==> src/rtl/jstep_monitor.sv <==
// Receive-side monitor for the one-hot CPU stepper bus and set-phase strobe.
// Decodes the step index, pulses on step entry and instruction wrap, counts instructions, flags violations.
module jstep_monitor #(
  parameter int CNT_W    = 16,
  parameter int MAX_HOLD = 64,
  parameter int EXP_SETS = 1
) (
  input  logic             clk,
  input  logic             reset,
  input  logic [5:0]       bos,
  input  logic             clks,
  output logic [2:0]       step,
  output logic             step_start,
  output logic             instr_done,
  output logic [CNT_W-1:0] instr_cnt,
  output logic [3:0]       err,
  output logic             err_any
);

  typedef enum logic [0:0] {
    IDLE = 1'b0,
    RUN  = 1'b1
  } state_t;

  localparam logic [7:0] MAX_HOLD_C = 8'(MAX_HOLD);
  localparam logic [1:0] EXP_SETS_C = 2'(EXP_SETS);

  logic [5:0]       bos_q_r;
  logic             clks_q_r;
  logic             clks_p_r;
  state_t           state_r;
  state_t           state_n;
  logic [2:0]       prev_r;
  logic [2:0]       prev_n;
  logic [7:0]       hold_r;
  logic [7:0]       hold_n;
  logic [1:0]       sets_r;
  logic [1:0]       sets_n;
  logic [2:0]       step_r;
  logic             step_start_r;
  logic             instr_done_r;
  logic [CNT_W-1:0] cnt_r;
  logic [3:0]       err_r;
  logic             err_any_r;

  logic [2:0]       ones_s;
  logic [2:0]       pos_s;
  logic [2:0]       idx_s;
  logic             multi_s;
  logic             rise_s;
  logic             start_n;
  logic             done_n;
  logic [3:0]       err_n;

  function automatic logic [2:0] next_step(input logic [2:0] cur);
    if (cur == 3'd5) begin
      next_step = 3'd0;
    end else begin
      next_step = cur + 3'd1;
    end
  endfunction

  // Decode the sampled bus into a step index; anything but exactly one bit is 7.
  always_comb begin
    ones_s = 3'd0;
    pos_s  = 3'd7;
    for (int i = 0; i < 6; i++) begin
      ones_s = ones_s + {2'b00, bos_q_r[i]};
      if (bos_q_r[i]) begin
        pos_s = 3'(i);
      end else begin
        pos_s = pos_s;
      end
    end
    if (ones_s == 3'd1) begin
      idx_s = pos_s;
    end else begin
      idx_s = 3'd7;
    end
    multi_s = (ones_s > 3'd1);
    rise_s  = clks_q_r & ~clks_p_r;
  end

  // Step tracker: next state, hold/set counters, pulses and error flags.
  always_comb begin
    state_n = state_r;
    prev_n  = prev_r;
    hold_n  = hold_r;
    sets_n  = sets_r;
    start_n = 1'b0;
    done_n  = 1'b0;
    err_n   = err_r | {3'b000, multi_s};
    case (state_r)
      IDLE: begin
        if (idx_s != 3'd7) begin
          state_n = RUN;
          start_n = 1'b1;
          prev_n  = idx_s;
          hold_n  = 8'd0;
          sets_n  = {1'b0, rise_s};
        end else begin
          hold_n = 8'd0;
          sets_n = 2'd0;
        end
      end
      RUN: begin
        if (idx_s == 3'd7) begin
          state_n = IDLE;
          hold_n  = 8'd0;
          sets_n  = 2'd0;
        end else if (idx_s == prev_r) begin
          if (hold_r != 8'd255) begin
            hold_n = hold_r + 8'd1;
          end else begin
            hold_n = hold_r;
          end
          // Saturation stops further matches, so the stall flag fires once.
          if ((hold_r != 8'd255) && (hold_r + 8'd1 == MAX_HOLD_C)) begin
            err_n[3] = 1'b1;
          end else begin
            err_n[3] = err_n[3];
          end
          if (rise_s && (sets_r != 2'd3)) begin
            sets_n = sets_r + 2'd1;
          end else begin
            sets_n = sets_r;
          end
        end else begin
          start_n = 1'b1;
          if (idx_s != next_step(prev_r)) begin
            err_n[1] = 1'b1;
          end else begin
            err_n[1] = err_n[1];
          end
          if (sets_r != EXP_SETS_C) begin
            err_n[2] = 1'b1;
          end else begin
            err_n[2] = err_n[2];
          end
          if ((prev_r == 3'd5) && (idx_s == 3'd0)) begin
            done_n = 1'b1;
          end else begin
            done_n = 1'b0;
          end
          prev_n = idx_s;
          hold_n = 8'd0;
          sets_n = {1'b0, rise_s};
        end
      end
      default: begin
        state_n = IDLE;
        hold_n  = 8'd0;
        sets_n  = 2'd0;
      end
    endcase
  end

  // Input samples, tracker state and registered outputs.
  always_ff @(posedge clk) begin
    if (reset) begin
      bos_q_r      <= 6'd0;
      clks_q_r     <= 1'b0;
      clks_p_r     <= 1'b0;
      state_r      <= IDLE;
      prev_r       <= 3'd7;
      hold_r       <= 8'd0;
      sets_r       <= 2'd0;
      step_r       <= 3'd7;
      step_start_r <= 1'b0;
      instr_done_r <= 1'b0;
      cnt_r        <= '0;
      err_r        <= 4'd0;
      err_any_r    <= 1'b0;
    end else begin
      bos_q_r      <= bos;
      clks_q_r     <= clks;
      clks_p_r     <= clks_q_r;
      state_r      <= state_n;
      prev_r       <= prev_n;
      hold_r       <= hold_n;
      sets_r       <= sets_n;
      step_r       <= idx_s;
      step_start_r <= start_n;
      instr_done_r <= done_n;
      if (done_n) begin
        cnt_r <= cnt_r + CNT_W'(1);
      end else begin
        cnt_r <= cnt_r;
      end
      err_r        <= err_n;
      err_any_r    <= |err_n;
    end
  end

  assign step       = step_r;
  assign step_start = step_start_r;
  assign instr_done = instr_done_r;
  assign instr_cnt  = cnt_r;
  assign err        = err_r;
  assign err_any    = err_any_r;

endmodule

==> config.mk <==
export PLATFORM = sky130hd
export DESIGN_NAME = jstep_monitor
export DESIGN_NICKNAME = d
export VERILOG_FILES = /design/src/rtl/jstep_monitor.sv
export SDC_FILE = /design/constraint.sdc
export NUM_CORES = 1
export LEC_CHECK = 0
export CAP_MARGIN = 40
export CORE_UTILIZATION = 54
export CTS_CLUSTER_DIAMETER = 60
export CTS_CLUSTER_SIZE = 40
export DETAILED_ROUTE_END_ITERATION = 16
export PLACE_DENSITY = 0.8
export SLEW_MARGIN = 20
export SYNTH_ARGS = -nofsm -noshare
export SYNTH_HDL_FRONTEND = slang
export SYNTH_SLANG_ARGS = --single-unit
==> constraint.sdc <==
create_clock -name clk -period 4.8 [get_ports clk]
set_clock_uncertainty 0.2 [all_clocks]
set_input_delay 1.2 -clock clk [delete_from_list [all_inputs] [get_ports clk]]
set_output_delay 1.2 -clock clk [all_outputs]
set_load 0.1 [all_outputs]
### Word level (Yosys, flattened, before mapping)

Index checks and enable logic that the tools add are counted.

| storage, ports and cells | value |
|---|---|
| logic and storage cells | 89 |
| bits of input ports | 9 |
| output and inout bits | 26 |
| flip-flop bits (word level) | 48 |

| cells by class | value |
|---|---|
| reductions and logical operators | 6 |
| $add $sub $neg | 9 |
| mux-type cells | 41 |
| equal/unequal tests | 15 |
| bitwise gates (word level) | 4 |
| $lt $le $gt $ge | 1 |

Operators by type and width:

| operator | count |
|---|---|
| $mux W3 | 16 |
| $mux W8 | 3 |
| $add A16 B1 Y16 const B | 1 |
| $pmux W8 S2 | 1 |
| $mux W1 | 13 |
| $add A3 B1 Y3 | 3 |
| $add A8 B1 Y8 const B | 1 |
| $eq A8 B7 Y1 const B | 1 |
| $mux W2 | 4 |
| $ne A2 B2 Y1 const B | 4 |
| $ne A4 B3 Y1 const B | 2 |
| $ne A8 B8 Y1 const B | 1 |
| $eq A3 B3 Y1 const B | 2 |
| $pmux W3 S2 | 1 |
| $or A4 B1 Y4 | 1 |
| $pmux W1 S2 | 2 |
| $pmux W2 S2 | 1 |
| $reduce_or A4 Y1 | 1 |
| $add A2 B1 Y3 | 1 |
| $add A3 B1 Y3 const B | 1 |
| $eq A3 B1 Y1 const B | 1 |
| $eq A3 B3 Y1 | 1 |
| $gt A3 B1 Y1 const B | 1 |
| $logic_and A1 B1 Y1 | 3 |
| other kinds (9) | 10 |

### Longest topological paths before layout

Gate-level depths: netlist (run 1).

| logic depth | value |
|---|---|
| depth after elaboration | 17 |
| depth in mapped cells | 14 |
| depth with buffers taken out | 13 |

### Least setup slack after synthesis (run 1)

Ideal clock, no wire load.

| timing path | value |
|---|---|
| path kind | register -> register |
| start point | register bos_q_r[3] |
| end point | register cnt_r[10] (netlist: instr_cnt[10]) |
| required time | 4.530 ns |
| library setup time | 0.070 ns |
| buffers on the path | 1 |
| arrival | 3.490 ns |
| stages on the path, launching flop included | 14 |
| clock period less this slack | 3.760 ns |
| setup slack | 1.040 ns |
| cell sequence | dfxtp_1 inv_1 fa_1 fa_1 inv_1 ha_1 inv_1 fa_1 and3_1 o2111ai_1 or4b_1 buf_2 or3_1 a21oi_1 |

| on the way | value |
|---|---|
| cells in the longest elaborated chain, start to end | 11 |
| elaborated cells between the ends (all ways) | 16 |
| classes of those cells | 3 x add/sub; 3 x eq/ne; 8 x mux; 2 x reduce/logical |

Ends and longest elaborated chain:

| element | line | text |
|---|---|---|
| start, declared | 28 | `logic [5:0] bos_q_r;` |
| start signal, assigned | 175 | `bos_q_r <= bos;` |
| $add A3 B1 Y3 (3 in a row) | 68 | `ones_s = ones_s + {2'b00, bos_q_r[i]};` |
| $eq A3 B1 Y1 | 75 | `if (ones_s == 3'd1) begin` |
| $mux W3 (*) | 75 |  |
| $logic_not A3 Y1 | 140 | `if ((prev_r == 3'd5) && (idx_s == 3'd0)) begin` |
| $logic_and A1 B1 Y1 | 140 |  |
| $mux W1 | 140 |  |
| $mux W1 | 111 | `end else if (idx_s == prev_r) begin` |
| $mux W1 (*) | 107 | `if (idx_s == 3'd7) begin` |
| $mux W1 (*) | 93 | `case (state_r)` |
| end signal, assigned | 186 | `cnt_r <= cnt_r + CNT_W'(1);` |
| end signal, assigned | 188 | `cnt_r <= cnt_r;` |
| end, declared | 42 | `logic [CNT_W-1:0] cnt_r;` |

Every way passes the cells marked *; elsewhere a longest branch is shown, timed or not.
A chain may end at the register's enable or synchronous reset.

### Final worst setup path (run 1)

| timing path | value |
|---|---|
| start point | register bos_q_r[3] |
| end point | register err_any_r (netlist: err_any) |

| on the way | value |
|---|---|
| cells in the longest elaborated chain, start to end | 11 |
| elaborated cells between the ends (all ways) | 19 |
| classes of those cells | 3 x add/sub; 1 x order compare; 4 x eq/ne; 9 x mux; 1 x bitwise; 1 x reduce/logical |

Ends and longest elaborated chain:

| element | line | text |
|---|---|---|
| $add A3 B1 Y3 (3 in a row) | 68 |  |
| $eq A3 B1 Y1 | 75 |  |
| $mux W3 | 75 |  |
| $ne A3 B3 Y1 | 130 | `if (idx_s != next_step(prev_r)) begin` |
| $mux W1 | 130 |  |
| $mux W2 | 111 |  |
| $mux W3 | 107 |  |
| $mux W3 | 93 |  |
| $reduce_or A4 Y1 (*) | 191 | `err_any_r <= \|err_n;` |
| end signal, assigned | 191 |  |
| end, declared | 44 | `logic err_any_r;` |

Marks and branches as above.

==> results.cfg, run 1 <==
[outcome]
status = finished, final reports clean

[layout]
fillers = 292
syn_to_final_growth_pct = 35.4
nNetsFinal = 346
layout_common_cells = dfxtp_1 (48), clkdlybuf4s50_1 (34), nor2_1 (32)
antenna_cells = 0
drive_gt1_frac = 0.129
layout_commonest_cell = dfxtp_1

[routing]
drt_wl_total_mm = 5.43
drtIter0Drc = 125
wl_per_cell_um = 14.4
firstDrtPassIters = 4
vias_per_cell = 5.67
vias = 2133
drcViolationCount = 0
ant_nets = 0

[pwr]
power.density_nw_per_um2 = 285
peakVddDrop_v = 0.000164
p_leak_nw = 1.21

[synthesis]
seq_area_frac_synth = 0.405
ys_ff_latch = 48
yosysUniqueCellTypes = 52
synth-edff-count = 0
synth-async-reset-ratio = 0
synthFlopType = dfxtp_1
netlist_area_sq_um = 2370
avgSynthCellArea_sq_um = 8.84
postSynthCellCount = 268
synth_fp_nets = 288
yosys_warnings = 0

[timing]
rsz0062_at_grt = false
setup_violations = 0
hold_slack_ps = 276
worst_pin_slew_ps = 657
fin_crit_sh = 0.855
maxSlewHeadroom = 0.559
finalHoldViolCount = 0
drv_slew = 0
max_freq_mhz = 244
min_period_ps = 4100
setup_total_negative_slack_ps = 0

[place]
hpwlAfterDp_mm = 4.08
place_congestion = 0.974
port-buffer-count = 34

[global_route]
grt_pass1_wl_mm = 8.73
grt_max_degree = 26
grt_pass1_vias = 1958
antenna_found_initial = 0
grt_util_all_layers = 0.256
overflow = 0

[hold_path]
hold_class = register to register
holdPathStages = 1

[critical_path]
arrival_ps = 4080
end_kind = register
required_ps = 4780
path_max_fanout = 10
worstSetupPathType = register to register
crit_path_start_kind = register
reg2reg_depth = 13

[clock_tree]
hold_buffers = 0
cts_tree = built
cts_sinks = 48
cts.clk_slew.worst_paths_ps = 80
cts.htree.levels = 2
cts_setup_buffers = 0
clock_latency_ps = 300
cts_buffers = 5
ctsResizeCount = 0
root_buffer = clkbuf_8
max-clock-path-buffers = 2

[floorplanning]
core_area_sq_um = 4120
rows = 23
io_pins = 35
start_util = 0.576
fp.dieH_um = 68.2
die-area_sq_um = 4660
die_w_um = 68.2

[flow_run]
maxCapViolations = 0
==> synthesized netlist by cell type (2+ instances only) <==
cell type / count / area [sq um]
dfxtp_1: 48 / 961
nor2b_1: 11 / 68.8
nor3_1: 7 / 35.0
xnor2_1: 10 / 87.6
or3_1: 5 / 31.3
nor3b_1: 2 / 15.0
mux2i_1: 2 / 20.0
inv_1: 15 / 56.3
nand3_1: 10 / 50.1
and4_1: 3 / 26.3
clkbuf_1: 6 / 22.5
nor4_1: 3 / 18.8
fa_1: 3 / 60.1
a21oi_1: 13 / 65.1
nor3_2: 3 / 30.0
ha_1: 8 / 100
o31ai_1: 2 / 15.0
o21ai_0: 8 / 40.0
xor2_1: 9 / 78.8
o32a_1: 2 / 20.0
nor2_1: 32 / 120
and3_1: 5 / 31.3
o211ai_1: 2 / 15.0
buf_2: 4 / 20.0
a21o_1: 4 / 30.0
nand2_1: 16 / 60.1
nand4_1: 6 / 37.5
a41oi_1: 2 / 17.5
a211oi_1: 4 / 30.0
==> registers in the layout (all words and copies together) (netlist names) <==
name        cells
err             4
bos_q_r         6
hold_r          8
prev_r          3
sets_r          2
clks_q_r        1
step            3
state_r         1
instr_cnt      16
clks_p_r        1
err_any         1
instr_done      1
step_start      1
==> cell type report <==
type | count | area, sq um | share of cell area
Tap cell | 50 | 62.6 | 0.0195
Multi-Input combinational cell | 194 | 1310 | 0.407
Timing Repair Buffer | 62 | 746 | 0.232
Inverter | 15 | 56.3 | 0.0175
Clock buffer | 6 | 72.6 | 0.0226
Clock inverter | 1 | 5.00 | 0.00156
Sequential cell | 48 | 961 | 0.299
==> kinds of logic after synthesis <==
family / count (synthesis) / share of synthesized area
DFF: 48 / 0.405
muxes: 3 / 0.0132
xor gates and xnor gates: 19 / 0.0702
and+or+nand+nor: 114 / 0.264
AOI/OAI and AO/OA: 47 / 0.136
adders and majority gates: 11 / 0.0676
buffers and inverters: 26 / 0.0433
==> per-stage QoR <==
| step | cells | area [sq um] | setup slack, ps | total power [mW] | utilization |
|---|---|---|---|---|---|
| global route | 376 | 3210 | 505 | 0.954 | 0.780 |
| finish | 376 | 3210 | 698 | 0.913 | 0.780 |
| global placement | 343 | 2740 | 849 | 0.660 | 0.666 |
| detailed placement | 369 | 3130 | 695 | 0.692 | 0.761 |
| floorplan | 268 | 2370 | 1040 | 0.615 | - |
| CTS | 376 | 3210 | 682 | 0.915 | 0.780 |
==> power breakdown <==
| group | internal (mW) | total (mW) | switching, mW | leakage [nW] |
|---|---|---|---|---|
| clock | 0.0993 | 0.228 | 0.129 | 0.0410 |
| combinational | 0.0951 | 0.248 | 0.153 | 0.780 |
| sequential | 0.417 | 0.437 | 0.0200 | 0.391 |
| total | 0.611 | 0.913 | 0.302 | 1.21 |
==> metal layers <==
| metal | up-vias | wire (um) | GRT usage |
|---|---|---|---|
| li1 | 1049 | - | - |
| met1 | 999 | 2400 | 0.297 |
| met2 | 66 | 2640 | 0.449 |
| met3 | 19 | 231 | 0.0467 |
| met4 | 0 | 156 | 0.122 |
| met5 | - | 0 | 0 |
==> worst paths after layout <==
kind                               from                  end  slack, ps
setup / recovery  bos_q_r[3]$_SDFF_PP0_   err_any$_SDFF_PP0_        700
hold / removal      clks_q_r$_SDFF_PP0_  clks_p_r$_SDFF_PP0_        280
setup reg to reg  bos_q_r[3]$_SDFF_PP0_   err_any$_SDFF_PP0_        700
hold reg to reg     clks_q_r$_SDFF_PP0_  clks_p_r$_SDFF_PP0_        280
==> worst max-delay path, cell delays in order (launching register included) <==
cell       delay [ps]
dfxtp_1           460
inv_1              90
fa_1              510
fa_1              400
inv_1              70
ha_1              130
inv_1              50
fa_1              510
nand3_1           210
a311o_1           360
a32oi_1           330
a21o_1            370
nand4bb_1         200
o211ai_1          100
No activity file was read; power rests on OpenSTA's default activity.
==> inputs of run 2 (changes only) <==
--- a/config.mk
+++ b/config.mk
@@ -11,7 +11,9 @@
 export CTS_CLUSTER_SIZE = 40
 export DETAILED_ROUTE_END_ITERATION = 16
 export PLACE_DENSITY = 0.8
+export SETUP_SLACK_MARGIN = 0.3
 export SLEW_MARGIN = 20
 export SYNTH_ARGS = -nofsm -noshare
 export SYNTH_HDL_FRONTEND = slang
 export SYNTH_SLANG_ARGS = --single-unit
+export TNS_END_PERCENT = 10
==> results of run 2 <==
Final layout, timing and power as in run 1 (identical DEF).
